File: src/rtl/multicycle_ctrl_fsm.sv
// multicycle_ctrl_fsm: main control FSM for the multicycle ARM-subset CPU.
// Optional performance counters are enabled with CTRL_PERF_CNT_EN.
module multicycle_ctrl_fsm #(
    parameter int STATE_W = 4
) (
    input  logic               clk,
    input  logic               reset,
    input  logic [1:0]         Op,
    input  logic [5:0]         Funct,
    input  logic               mem_ready,
    output logic               IRWrite,
    output logic               AdrSrc,
    output logic               ALUSrcA,
    output logic [1:0]         ALUSrcB,
    output logic [1:0]         ResultSrc,
    output logic               ALUOp,
    output logic               NextPC,
    output logic               RegW,
    output logic               MemW,
    output logic               Branch,
    output logic               illegal_op,
    output logic [STATE_W-1:0] state_o
`ifdef CTRL_PERF_CNT_EN
    ,
    output logic [31:0]        cycle_cnt,
    output logic [31:0]        instr_cnt
`endif
);
    typedef enum logic [STATE_W-1:0] {
        IDLE    = 'd0,
        FETCH   = 'd1,
        DECODE  = 'd2,
        MEMADR  = 'd3,
        MEMRD   = 'd4,
        MEMWB   = 'd5,
        MEMWR   = 'd6,
        EXECR   = 'd7,
        EXECI   = 'd8,
        ALUWB   = 'd9,
        BRANCH  = 'd10,
        ILLEGAL = 'd11
    } state_t;

    state_t state_q, state_d;
    logic   unused_funct;

    assign unused_funct = ^Funct[4:1];
    assign state_o      = state_q;

    always_ff @(posedge clk or negedge reset) begin
        if (!reset) state_q <= IDLE;
        else        state_q <= state_d;
    end

    always_comb begin
        state_d    = IDLE;
        IRWrite    = 1'b0;
        AdrSrc     = 1'b0;
        ALUSrcA    = 1'b0;
        ALUSrcB    = 2'b00;
        ResultSrc  = 2'b00;
        ALUOp      = 1'b0;
        NextPC     = 1'b0;
        RegW       = 1'b0;
        MemW       = 1'b0;
        Branch     = 1'b0;
        illegal_op = 1'b0;
        case (state_q)
            IDLE: state_d = FETCH;
            FETCH: begin
                ALUSrcA   = 1'b1;
                ALUSrcB   = 2'b10;
                ResultSrc = 2'b10;
                IRWrite   = mem_ready;
                NextPC    = mem_ready;
                state_d   = mem_ready ? DECODE : FETCH;
            end
            DECODE: begin
                // PC+4 computed again here yields PC+8 for R15 operand reads
                ALUSrcA   = 1'b1;
                ALUSrcB   = 2'b10;
                ResultSrc = 2'b10;
                state_d   = Op == 2'b01 ? MEMADR :
                            Op == 2'b10 ? BRANCH :
                            Op == 2'b11 ? ILLEGAL :
                            Funct[5]    ? EXECI : EXECR;
            end
            MEMADR: begin
                ALUSrcB = 2'b01;
                state_d = Funct[0] ? MEMRD : MEMWR;
            end
            MEMRD: begin
                AdrSrc  = 1'b1;
                state_d = mem_ready ? MEMWB : MEMRD;
            end
            MEMWB: begin
                ResultSrc = 2'b01;
                RegW      = 1'b1;
                state_d   = FETCH;
            end
            MEMWR: begin
                AdrSrc  = 1'b1;
                MemW    = 1'b1;
                state_d = mem_ready ? FETCH : MEMWR;
            end
            EXECR: begin
                ALUOp   = 1'b1;
                state_d = ALUWB;
            end
            EXECI: begin
                ALUSrcB = 2'b01;
                ALUOp   = 1'b1;
                state_d = ALUWB;
            end
            ALUWB: begin
                RegW    = 1'b1;
                state_d = FETCH;
            end
            BRANCH: begin
                ALUSrcB   = 2'b01;
                ResultSrc = 2'b10;
                Branch    = 1'b1;
                state_d   = FETCH;
            end
            ILLEGAL: begin
                illegal_op = 1'b1;
                state_d    = ILLEGAL;
            end
            default: state_d = IDLE;
        endcase
    end

`ifdef CTRL_PERF_CNT_EN
    logic [31:0] cycle_q, instr_q;
    logic        cyc_inc, ins_inc;

    assign cyc_inc   = state_q != IDLE && state_q != ILLEGAL;
    assign ins_inc   = state_d == FETCH && (state_q == MEMWB || state_q == MEMWR ||
                                            state_q == ALUWB || state_q == BRANCH);
    assign cycle_cnt = cycle_q;
    assign instr_cnt = instr_q;

    always_ff @(posedge clk or negedge reset) begin
        if (!reset) begin
            cycle_q <= 32'd0;
            instr_q <= 32'd0;
        end else begin
            cycle_q <= cycle_q + 32'(cyc_inc);
            instr_q <= instr_q + 32'(ins_inc);
        end
    end
`endif
endmodule
File: config.mk
export PLATFORM = sky130hd
export DESIGN_NAME = multicycle_ctrl_fsm
export DESIGN_NICKNAME = d
export VERILOG_FILES = /design/src/rtl/multicycle_ctrl_fsm.sv
export SDC_FILE = /design/constraint.sdc
export NUM_CORES = 1
export LEC_CHECK = 0
export ABC_AREA = 1
export BUFFER_PORTS_ARGS = -buffer_cell sky130_fd_sc_hd__buf_2
export CAP_MARGIN = 20
export CORE_AREA = 2 2 39 41
export CTS_CLUSTER_DIAMETER = 100
export DETAILED_ROUTE_END_ITERATION = 8
export DIE_AREA = 0 0 41 43
export PLACE_DENSITY = 0.68
export RECOVER_POWER = 50
export SLEW_MARGIN = 20
export SYNTH_ARGS = -nofsm -noshare
export SYNTH_HDL_FRONTEND = slang
export SYNTH_SLANG_ARGS = --single-unit
File: constraint.sdc
create_clock -name clk -period 1.23 [get_ports clk]
set_clock_uncertainty 0.05 [all_clocks]
set_input_delay 0.246 -clock clk [delete_from_list [all_inputs] [get_ports clk]]
set_output_delay 0.246 -clock clk [all_outputs]
set_load 0.01 [all_outputs]
==> metrics.log <==
[metrics] Synth area leaders: sky130_fd_sc_hd__dfrtp_1 23%, sky130_fd_sc_hd__nand2_1 18%, sky130_fd_sc_hd__inv_1 14%, sky130_fd_sc_hd__nand3_1 8.1%, sky130_fd_sc_hd__nor2_1 7.8%
[metrics] CTS Buf Count: 3
[metrics] final setup margin: -255 ps
[metrics] HPWL after detailed placement: 907 microns
[metrics] reg2reg start: state_o[3]
[metrics] post-detailed-route DRC marker count: 0
[metrics] number of vias per cell: 4.40
[metrics] count of routing violations after the opening detailed-route iteration: 6
[metrics] die width: 41 microns
[metrics] antenna diode count: 0
[metrics] area grow syn2layout: 87.9%
[metrics] last weighted congestion value of the routability-driven placer: 0.820
[metrics] Site Rows: 14
[metrics] CTS root buf: sky130_fd_sc_hd__clkbuf_4
[metrics] CTS H-tree depth: 1
[metrics] critical path start-end classification: reg2out
[metrics] number of flip-flops in the largest register: 4
[metrics] DRT Wirelength: 1.32 mm
[metrics] final period utilization: 121%
[metrics] slowest stage cell on the critical path: sky130_fd_sc_hd__dfrtp_2
[metrics] register bit count reported by yosys: 4
[metrics] worst setup slack after placement: -77.9 ps
[metrics] Starting Density: 31.3%
[metrics] post-synthesis instance area: 433 sq um
[metrics] worst-margin pin slew: 204 ps
[metrics] reg-to-reg critical path endpoint: state_o[1]
[metrics] nets in the synthesized netlist: 86
[metrics] Slowest Stage Delay on Critical Path: 450 ps
[metrics] Static Leakage: 0.487 nW
[metrics] CTS sink count: 4
[metrics] commonest non-fill, non-tap cells in the layout: 17 x sky130_fd_sc_hd__buf_2, 16 x sky130_fd_sc_hd__nand2_1, 11 x sky130_fd_sc_hd__buf_4, 9 x sky130_fd_sc_hd__inv_1, 9 x sky130_fd_sc_hd__buf_6
[metrics] share of post-route cells with drive strength above 1: 63.5%
[metrics] final layout net count: 128
[metrics] arrival time of data at the critical path endpoint: 1190 ps
[metrics] startpoint kind of the worst setup timing path: register
[metrics] clock-pin slew on the worst setup and hold paths: 30 ps
[metrics] count of pins over their slew limit: 0
[metrics] leading cell type in the layout, fill and taps excluded: sky130_fd_sc_hd__buf_2
[metrics] overall via count from detail_route: 576
[metrics] Seq/Total Area, Yosys: 23.1%
[metrics] max_cap viols: 0
[metrics] result of the run: finished, violations left
[metrics] Max Freq: 673 MHz
[metrics] Max Root-Sink Buffers: 2
[metrics] Max transition margin: 86.4%
[metrics] number of antenna violations at the first check in global routing: 0
[metrics] Routed WL per cell: 10.1 microns
[metrics] time the worst path needs with I/O delays and setup: 1490 ps
[metrics] internal reg-to-reg setup slack: -40 ps
[metrics] floorplan die height: 43 microns
[metrics] Final Hold Violating Endpoints: 0
[metrics] setup repair after global routing missed its margin: yes
[metrics] wire length of the first global-routing pass: 2.16 mm
[metrics] hold endpoint: state_o[2]
[metrics] GRT Util Overall: 17.9%
[metrics] CTS tree: done
[metrics] Routed Antenna Nets: 0
[metrics] Max IR drop VDD: 0.000955 V
[metrics] overall overflow remaining after global route: 0
[metrics] Distinct cells, synth: 14
[metrics] per-instance average area after synthesis: 5.77 sq um
[metrics] hold crit path type: in2reg
[metrics] first-pass iteration count of the detailed router: 4
[metrics] maximum number of pins on one net before global-route repair: 6
[metrics] power density over cell area: 2320 nW/um^2
[metrics] post-synthesis cell count: 75
[metrics] logic depth of the worst register-to-register path: 7
[metrics] Yosys warning count: 0
[metrics] core area: 1380 sq um
[metrics] crit-path max FO: 5
[metrics] # setup viols final: 16
[metrics] Total Power: 0.00189 W
[metrics] cell depth of the worst hold path: 4
[metrics] nature of the critical path endpoint: output pin
[metrics] latest clock arrival within the worst-skew pair: 240 ps
[metrics] critical path required time: 930 ps
[metrics] number of global-route vias before repair: 547
[metrics] cell type with the highest aggregate area in the netlist: sky130_fd_sc_hd__dfrtp_1
[metrics] hold wc startpoint: Op[0]
[metrics] Cell Chain, Critical Path: nor2_4 > inv_2 > o22ai_2 > buf_2
[metrics] area share of the largest cell type after synthesis: 23.1%
[metrics] failing checks: negative setup slack
[metrics] number of top-level pins: 28
[metrics] number of port buffers: 23
[metrics] Die Outline Area: 1760 sq um
## worst max path at each step
stage                     startpoint         end  slack, ps  cells after the start
final                     state_o[3]  ALUSrcB[0]       -260                      4
after global routing      state_o[2]       ALUOp       -320                      5
after detailed placement  state_o[3]  state_o[3]        -80                      6
after floorplan           state_o[3]      NextPC        -10                      4
after CTS                 state_o[3]  ALUSrcB[0]       -250                      4
after global placement    state_o[3]  ALUSrcB[0]        -70                      4
## cells in the mapped netlist
master                     n
sky130_fd_sc_hd__a21oi_1   2
sky130_fd_sc_hd__a21oi_2   1
sky130_fd_sc_hd__buf_4     2
sky130_fd_sc_hd__dfrtp_1   4
sky130_fd_sc_hd__inv_1    16
sky130_fd_sc_hd__inv_2     2
sky130_fd_sc_hd__nand2_1  21
sky130_fd_sc_hd__nand2_2   4
sky130_fd_sc_hd__nand3_1   7
sky130_fd_sc_hd__nand4_1   1
sky130_fd_sc_hd__nor2_1    9
sky130_fd_sc_hd__nor2_2    2
sky130_fd_sc_hd__nor2_4    3
sky130_fd_sc_hd__o22ai_1   1
## metal layers
layer | up-vias | track usage, % | part of all wire [%] | wire [microns]
met4 | 0 | 11.3 | 1.3 | 17
li1 | 302 | - | - | -
met3 | 2 | 1.57 | 3.8 | 50
met1 | 259 | 20.6 | 42 | 558
met2 | 13 | 29.4 | 53 | 694
met5 | - | 0 | 0 | 0
## kinds of logic after synthesis
group	share of synthesized area, %
AND/OR/NAND/NOR	52.0
flip-flops	23.1
AO/OA/AOI/OAI	5.78
buffers and inverters	19.1
## power by group
part	internal, W	switching (W)	leakage [nW]
Combinational	0.000687	0.000745	0.428
Sequential	0.000193	0.0000974	0.0456
Clock	0.000109	0.0000561	0.0138
Total	0.000989	0.000899	0.487
## critical path, delay by kind of cell (launching register included)
kind	cells	cell delay, ps
AOI/OAI and AO/OA	1	90
buffers and inverters	2	220
DFF	1	450
and+or+nand+nor	1	190
## repair_timing
item,4_1_cts,5_1_grt
pin swaps,8,5
setup buffers,9,0
resized for setup,20,9
hold endpoints to repair,4,0
setup endpoints to repair,19,19
hold buffers,1,0
## layout make-up
type,count,area [sq um]
repair buffers,39,283
clock buffers,3,22.5
inverters,18,72.6
well taps,16,20.0
fillers,136,571
flip-flops and latches,4,105
multi-input cells,51,310
## stage by stage
stage	utilization, %	area, sq um	hold slack (ps)	TNS, ps	std cells
after floorplan	-	458	-99.6	-14.3	75
after global placement	45.8	634	0.223	-337	120
after detailed placement	45.8	634	3.19	-447	120
after CTS	57.0	788	258	-3270	132
after global routing	58.8	813	277	-4210	131
final	58.8	813	255	-3060	131
Note: power is estimated with default switching activity, not from simulation.
